--- config.mk ---
export PLATFORM = sky130hd
export DESIGN_NAME = attractor_detect
export DESIGN_NICKNAME = d
export VERILOG_FILES = /design/src/rtl/attr_pkg.sv /design/src/rtl/attr_hist.sv /design/src/rtl/attractor_detect.sv
export SDC_FILE = /design/constraint.sdc
export NUM_CORES = 1
export LEC_CHECK = 0
export BUFFER_PORTS_ARGS = -buffer_cell sky130_fd_sc_hd__buf_4
export CORE_ASPECT_RATIO = 1.25
export CORE_MARGIN = 4
export CORE_UTILIZATION = 35
export DETAILED_ROUTE_END_ITERATION = 16
export REMOVE_ABC_BUFFERS = 1
export SLEW_MARGIN = 20
export SYNTH_ARGS = -nofsm -noshare
export SYNTH_HDL_FRONTEND = slang
export SYNTH_HIERARCHICAL = 1
export SYNTH_SLANG_ARGS = --single-unit
--- constraint.sdc ---
create_clock -name clk -period 4.8 [get_ports clk]
set_input_delay 0.96 -clock clk [delete_from_list [all_inputs] [get_ports clk]]
set_output_delay 0.96 -clock clk [all_outputs]
set_load 0.005 [all_outputs]
--- src/rtl/attr_pkg.sv ---
// Shared definitions for the attractor detector: default sizing, FSM
// state encoding and the period-field width helper.
package attr_pkg;

   localparam int DEF_N         = 8;
   localparam int DEF_DEPTH     = 16;
   localparam int DEF_MAX_STEPS = 1000;
   localparam int DEF_CNT_W     = 16;

   typedef enum logic [1:0] {
      ST_IDLE,
      ST_TRACK,
      ST_FOUND,
      ST_TMO
   } state_t;

   // Width needed to hold any period from 0 (none) up to depth.
   function automatic int calc_pw(input int depth);
      return $clog2(depth + 1);
   endfunction

endpackage

--- src/rtl/attr_hist.sv ---
// Shift-register history of recent trajectory states. Entry 0 is the most
// recent state; match[k] flags a valid entry k equal to the incoming x.
module attr_hist
   import attr_pkg::*;
#(
   parameter int N     = DEF_N,
   parameter int DEPTH = DEF_DEPTH
) (
   input  logic             clk,
   input  logic             rst,
   input  logic             load,
   input  logic [N-1:0]     init,
   input  logic             push,
   input  logic [N-1:0]     x,
   output logic [DEPTH-1:0] match
);

   logic [N-1:0]     entry [DEPTH];
   logic [DEPTH-1:0] valid;

   // A load restarts the history with init as the only valid entry; a push
   // shifts everything one place older and lets the oldest fall off.
   always_ff @(posedge clk or posedge rst) begin
      if (rst) begin
         for (int k = 0; k < DEPTH; k++) begin
            entry[k] <= '0;
         end
         valid <= '0;
      end else if (load) begin
         for (int k = 0; k < DEPTH; k++) begin
            entry[k] <= (k == 0) ? init : '0;
         end
         valid <= DEPTH'(1);
      end else if (push) begin
         entry[0] <= x;
         for (int k = 1; k < DEPTH; k++) begin
            entry[k] <= entry[k-1];
         end
         valid <= (valid << 1) | DEPTH'(1);
      end
   end

   always_comb begin
      match = '0;
      for (int k = 0; k < DEPTH; k++) begin
         match[k] = valid[k] && (entry[k] == x);
      end
   end

endmodule

--- src/rtl/attractor_detect.sv ---
// Watches a Boolean-network trajectory and reports the first repeated state,
// classifying it as a fixed point or a cycle, or times out after MAX_STEPS.
module attractor_detect
   import attr_pkg::*;
#(
   parameter int N         = DEF_N,
   parameter int DEPTH     = DEF_DEPTH,
   parameter int MAX_STEPS = DEF_MAX_STEPS,
   parameter int CNT_W     = DEF_CNT_W
) (
   input  logic                        clk,
   input  logic                        rst,
   input  logic                        start,
   input  logic [N-1:0]                init,
   input  logic                        x_valid,
   input  logic [N-1:0]                x,
   output logic                        busy,
   output logic                        done,
   output logic                        fixed_pt,
   output logic                        cycle,
   output logic                        timeout,
   output logic [calc_pw(DEPTH)-1:0]   period,
   output logic [N-1:0]                entry_state,
   output logic [CNT_W-1:0]            steps
);

   localparam int PW = calc_pw(DEPTH);
   localparam logic [CNT_W-1:0] STEP_LIMIT = CNT_W'(MAX_STEPS);

   state_t           state;
   logic [DEPTH-1:0] match;
   logic             hit;
   logic             accept;
   logic [PW-1:0]    match_period;
   logic [CNT_W-1:0] steps_next;

   // start overrides any x presented in the same cycle.
   assign accept = (state == ST_TRACK) && x_valid && !start;
   assign hit    = |match;

   attr_hist #(
      .N     (N),
      .DEPTH (DEPTH)
   ) u_hist (
      .clk   (clk),
      .rst   (rst),
      .load  (start),
      .init  (init),
      .push  (accept),
      .x     (x),
      .match (match)
   );

   // The youngest matching entry gives the shortest period.
   always_comb begin
      match_period = '0;
      for (int k = DEPTH - 1; k >= 0; k--) begin
         if (match[k]) begin
            match_period = PW'(k + 1);
         end
      end
   end

   assign steps_next = (steps == '1) ? steps : steps + 1'b1;

   // A match on the last budgeted step still counts as a detection.
   always_ff @(posedge clk or posedge rst) begin
      if (rst) begin
         state       <= ST_IDLE;
         busy        <= 1'b0;
         done        <= 1'b0;
         fixed_pt    <= 1'b0;
         cycle       <= 1'b0;
         timeout     <= 1'b0;
         period      <= '0;
         entry_state <= '0;
         steps       <= '0;
      end else if (start) begin
         state       <= ST_TRACK;
         busy        <= 1'b1;
         done        <= 1'b0;
         fixed_pt    <= 1'b0;
         cycle       <= 1'b0;
         timeout     <= 1'b0;
         period      <= '0;
         entry_state <= '0;
         steps       <= '0;
      end else if (accept) begin
         steps <= steps_next;
         if (hit) begin
            state       <= ST_FOUND;
            busy        <= 1'b0;
            done        <= 1'b1;
            period      <= match_period;
            entry_state <= x;
            fixed_pt    <= (match_period == PW'(1));
            cycle       <= (match_period > PW'(1));
         end else if (steps_next >= STEP_LIMIT) begin
            state   <= ST_TMO;
            busy    <= 1'b0;
            done    <= 1'b1;
            timeout <= 1'b1;
            period  <= '0;
         end
      end
   end

endmodule

==> results of run 1 <==
## flip-flops by register name, summed over array words and instances (netlist names), 5 cells and up
register and cells:
u_hist/entry 128, steps 16, u_hist/valid 16, entry_state 8, period 5
## layer usage
metal	wire (um)	GRT usage [%]	vias up
li1	-	-	3168
met1	10170	20.52	3274
met2	10770	24.73	72
met3	454	2.243	21
met4	303	4.547	0
met5	0	0	-
## synth_stat cells (8+ instances only)
cell type	count
buf_6	22
a21oi_1	18
nor3_1	19
buf_4	11
nor2_1	165
dfrtp_1	179
nand2_1	58
o21ai_0	9
xnor2_1	133
clkbuf_1	17
nand4_1	23
nand3_1	29
xor2_1	8
buf_2	8
mux2i_1	146
## worst max-delay path, stage by stage
cell and delay (ps):
buf_4 300, xnor2_1 170, nand4_1 130, nor3_1 480
nor4_2 150, nand4_1 180, nor2_2 90, nor2_2 360
o311ai_0 240, nor2b_1 180, a311oi_1 230
## per-stage QoR
step	power [uW]	utilization, %	cells
detailed placement	1846	37.42	1271
global placement	1845	37.42	1271
floorplan	1777	-	863
global route	3328	39.60	1303
CTS	3250	39.60	1303
finish	3205	39.60	1303
## cell families after synthesis
family,share of synthesized area (%)
compound gates,4.346
flops,46.86
fa+ha+maj,0.1309
mux,15.29
simple gates,15.67
buf+inv,4.778
xor+xnor,12.92
## layout make-up
cell class	instances	area (um^2)
sequential	179	4479
clock inverter	12	130.1
tap	345	431.7
fill	2628	16250
timing repair buffer	63	501.7
clock buffer	20	456.7
inverter	6	27.53
multi-input combinational	678	4629
## worst paths after layout
check	slack, ps	from	end	cells past startpoint
max in group asynchronous	3140	rst	u_hist/entry[24]	3
min in group asynchronous	680	rst	steps[14]	3
hold reg to reg	510	state[0]	state[0]	2
setup / recovery	1650	x[3]	period[1]	11
setup reg to reg	2090	u_hist/entry[91]	period[1]	10
hold / removal	510	state[0]	state[0]	2
## power by group through the flow
stage / Combinational (uW) / Clock [uW] / Sequential (uW)
2_1_floorplan: 213 / 0 / 1560
3_3_place_gp: 277 / 0 / 1570
3_5_place_dp: 278 / 0 / 1570
4_1_cts: 279 / 1430 / 1540
5_1_grt: 303 / 1480 / 1540
6_report: 273 / 1390 / 1540
==> impl_metrics.csv, run 1 <==
group,metric,value,unit
status,status,"finished clean",
critical_path,cp.arrival,3490,ps
floorplan,start_util,35.52,%
power,p_comb_share,8.5,%
global_routing,grt_start_max_net_pins,110,
route,routedWlPerCell,16.65,um
logic_synthesis,synth_edf_count,0,
power,ir_worst_vdd,0.2430,mV
critical_path,cp_max_fo,18,
timing,finalCritPeriodShare,65.60,%
placement,hpwl,14.42,mm
route,via_per_inst,5.015,
global_routing,antenna_found_initial,0,
power,p_leak,0.004459,uW
critical_path,crit_type,"in -> reg",
cts,holdBufCountCts,0,
cts,cts_root_buf,"clkbuf_16",
cts,cts_buffer_depth,2,
finish,layout_commonest_cell,"dfrtp_1",
logic_synthesis,async_flop_share,100.0,%
timing,worst_pin_slew,883.4,ps
critical_path,worstPathRequired,5140,ps
timing,drv_slew,0,
power,p_int,2422,uW
timing,fmaxAchievable,317.6,MHz
timing,finalCriticalPeriod,3149,ps
timing,hold_violations,0,
cts,cts_made_buffers,17,
cts,htree_levels,4,
power,switching_share,24.45,%
route,drt_pre_antenna_iters,4,
power,power.density,300.8,nW/um^2
logic_synthesis,yosys.area.top_type_share,46.86,%
route,num_vias,6535,
logic_synthesis,syn_inst,921,
route,drcViolationCount,0,
power,p_sw,783.7,uW
logic_synthesis,synth_seq_cells,179,
cts,postCtsSetupRepairBufs,0,
timing,whs,513.6,ps
floorplan,dieArea,30030,um^2
placement,post-place-ws,1169,ps
finish,post-route-cell-area,10660,um^2
route,first_iter_violations,427,
hold_path,hp-class,"reg -> reg",
placement,portBuffers,53,
cts,clock_latency,440,ps
logic_synthesis,synth_ff_type,"dfrtp_1",
timing,setup_ws,1651,ps
placement,placed_area,10070,um^2
cts,cts_sinks,179,
cts,cts_resized,0,
cts,clkTransAtPathRegs,70,ps
floorplan,die_h,192.8,um
global_routing,gr-total-overflow,0,
floorplan,num_rows,67,
finish,antenna_cells,0,
timing,fin_skew,6.157,ps
global_routing,grtUsageTotal,15.04,%
timing,tns,0,ps
logic_synthesis,seq_area_frac_synth,46.86,%
route,postRouteWirelength,21.69,mm
finish,fin_nets,966,
critical_path,critical_path.startpoint_type,"primary input",
logic_synthesis,synthTopCellsByArea,"dfrtp_1 (47%), mux2i_1 (15%), xnor2_1 (12%), nor2_1 (6.5%), buf_6 (2.6%)",
timing,rsz0062_at_grt,"no",
floorplan,coreArea,26910,um^2
logic_synthesis,ys_types,57,
finish,area_delta_synth_final,11.49,%
finish,drive_gt1_share,11.69,%
finish,most-common-layout-cells,"dfrtp_1 (179), nor2_1 (164), mux2i_1 (146)",
route,ant_nets,0,
logic_synthesis,netlist_area,9558,um^2
timing,slew_headroom,41.11,%
power,seqPwrFrac,48.0,%
logic_synthesis,yosysTopAreaCell,"dfrtp_1",
power,clockPowerShare,43.4,%
floorplan,die_w,155.8,um
timing,final-setup-viol-count,0,
logic_synthesis,syn-mean-instance-area,10.38,um^2
global_routing,grt_pass1_wl,36.54,mm
floorplan,num_io_pins,54,
placement,place.gp.congestion,0.7674,
global_routing,grt_pass1_vias,6791,
critical_path,crit_path_end_kind,"flop",
job,drv_cap,0,
logic_synthesis,yosys_warnings,6,
cts,cts_tree,"yes",
(Power assumes the default switching activity.)
==> inputs of run 2 (changes only) <==
- ABC_AREA: unset -> 1
- clock period: 4.8 -> 3.3 ns (I/O delays scaled with it)
==> impl_metrics.csv, run 2 <==
group,metric,value,unit
critical_path,crit_path_end_kind,"flop",
finish,layout_commonest_cell,"nand2_1",
timing,fmaxAchievable,383.4,MHz
timing,finalCritPeriodShare,79.03,%
power,p_sw,1278,uW
timing,setup_ws,691.9,ps
timing,finalCriticalPeriod,2608,ps
logic_synthesis,synth_ff_type,"dfrtp_1",
timing,fin_skew,9.099,ps
timing,hold_violations,0,
floorplan,start_util,35.69,%
finish,postLayoutCoreUtil,40.08,%
floorplan,coreArea,26910,um^2
global_routing,gr-total-overflow,0,
cts,cts_sinks,179,
cts,holdBufCountCts,0,
power,ir_worst_vdd,0.3309,mV
route,ant_nets,0,
hold_path,hp-class,"in -> async",
finish,largest_reg_flops,128,
power,p_leak,0.005097,uW
placement,place.gp.congestion,0.8539,
timing,final-setup-viol-count,0,
timing,slew_headroom,57.32,%
timing,rsz0062_at_grt,"no",
logic_synthesis,netlist_area,9604,um^2
route,via_per_inst,5.154,
cts,cts_buffer_depth,2,
cts,postCtsSetupRepairBufs,0,
logic_synthesis,syn_inst,1263,
timing,whs,233.8,ps
logic_synthesis,yosysTopAreaCell,"dfrtp_1",
logic_synthesis,synth_seq_cells,179,
timing,worst_pin_slew,640.1,ps
finish,regMostFlops,"u_hist/entry",
placement,post-place-cells,1620,
route,drt_pre_antenna_iters,7,
finish,drive_gt1_share,10.41,%
critical_path,worstPathRequired,3620,ps
power,seqPwrFrac,47.8,%
logic_synthesis,ys_types,37,
global_routing,grtUsageTotal,19.68,%
finish,most-common-layout-cells,"nand2_1 (380), dfrtp_1 (179), inv_1 (167)",
finish,num-fill-cells,2801,
floorplan,dieArea,30170,um^2
logic_synthesis,async_flop_share,100.0,%
cts,cts_tree,"yes",
finish,fin_nets,1315,
logic_synthesis,synth_edf_count,0,
timing,drv_slew,0,
logic_synthesis,yosys.area.top_type_share,46.64,%
floorplan,num_rows,67,
logic_synthesis,yosys_warnings,6,
power,power.density,436.0,nW/um^2
placement,post-place-ws,278.7,ps
cts,clock_latency,440,ps
critical_path,critical_path.startpoint_type,"primary input",
placement,hpwl,20.15,mm
cts,clkTransAtPathRegs,70,ps
logic_synthesis,synth.most_common_cell,"nand2_1",
finish,instances_no_fill,1652,
route,routedWlPerCell,17.77,um
status,status,"finished clean",
global_routing,grt_pass1_wl,46.75,mm
power,p_comb_share,10.5,%
placement,placed_area,10230,um^2
logic_synthesis,syn-mean-instance-area,7.604,um^2
critical_path,cp.arrival,2930,ps
cts,cts_root_buf,"clkbuf_16",
power,clockPowerShare,41.7,%
cts,htree_levels,4,
critical_path,cp_max_fo,12,
route,num_vias,8515,
route,drcViolationCount,0,
job,drv_cap,0,
logic_synthesis,seq_area_frac_synth,46.64,%
floorplan,die_h,193.2,um
finish,post-route-cell-area,10780,um^2
power,switching_share,27.17,%
critical_path,crit_type,"in -> reg",
logic_synthesis,synthTopCellsByArea,"dfrtp_1 (47%), nand2_1 (15%), inv_1 (6.6%), o22ai_1 (5.9%), nor2_1 (4.3%)",
global_routing,grt_start_max_net_pins,109,
finish,top_regs,"u_hist/entry (128), steps (16), u_hist/valid (16)",
floorplan,die_w,156.2,um
power,p_int,3424,uW
route,postRouteWirelength,29.36,mm
cts,cts_made_buffers,17,
route,first_iter_violations,746,
finish,area_delta_synth_final,12.29,%
global_routing,antenna_found_initial,0,
cts,cts_resized,0,
floorplan,num_io_pins,54,
global_routing,grt_pass1_vias,8389,
logic_synthesis,synthTopCellsByCount,"nand2_1 (381), dfrtp_1 (179), inv_1 (168), nor2_1 (111), o22ai_1 (90)",
finish,antenna_cells,0,
placement,portBuffers,53,
[run 2: path summary, 6_finish.rpt]
kind	start	slack [ps]	to	cells past startpoint
worst max register to register	u_hist/entry[70]	1000	entry_state[7]	14
worst max-delay path	x[7]	690	entry_state[7]	14
worst min register to register	period[1]	490	period[1]	2
max in group asynchronous	rst	2100	u_hist/entry[23]	3
min in group clk	init[6]	450	u_hist/entry[126]	3
worst min-delay path	rst	230	entry_state[4]	2
[run 2: logic make-up (layout without fill, tap and decap cells)]
| family | after synthesis | after routing | share of synthesized area (%) |
|---|---|---|---|
| adders and majority gates | 1 | 1 | 0.1303 |
| AOI/OAI and AO/OA | 199 | 199 | 12.49 |
| DFF | 179 | 179 | 46.64 |
| and+or+nand+nor | 615 | 615 | 26.85 |
| buffers and inverters | 241 | 285 | 11.33 |
| xor gates and xnor gates | 28 | 28 | 2.553 |
[run 2: per-layer routing]
metal	GRT usage, %	routed length [um]	vias up
met5	0	0	-
met4	7.428	981	0
met3	3.308	1580	51
met2	32.25	14320	262
met1	26.07	12480	4087
li1	-	-	4115
[run 2: power groups by stage]
stage / Combinational [uW] / Clock, uW / Sequential, uW
after floorplan: 265 / 0 / 2280
after global placement: 492 / 0 / 2290
after detailed placement: 495 / 0 / 2290
after CTS: 496 / 2000 / 2250
after global routing: 542 / 2090 / 2250
final: 494 / 1960 / 2250
[run 2: worst max-delay path, stage by stage]
cell and delay (ps):
buf_4 120, inv_1 230, buf_4 250, a21oi_1 80, nand3_1 150, nor2_1 90, nor2_1 190, inv_1 80
nor4_1 240, nand4_1 250, nand2_1 150, nor2_1 50, buf_4 180, a22o_1 210
[run 2: metrics by stage]
step / power [uW] / setup TNS [ps]
finish: 4701 / 0
global route: 4882 / 0
CTS: 4743 / 0
detailed placement: 2784 / 0
global placement: 2781 / 0
floorplan: 2548 / -368130
[run 2: area by class of cell]
class | instances | area [um^2] | share of cell area (%)
clock buffer | 21 | 450.4 | 4.177
clock inverter | 11 | 103.9 | 0.9630
inverter | 180 | 681.9 | 6.323
multi-input combinational | 843 | 4051 | 37.57
sequential | 179 | 4479 | 41.54
tap | 345 | 431.7 | 4.003
timing repair buffer | 73 | 585.6 | 5.430
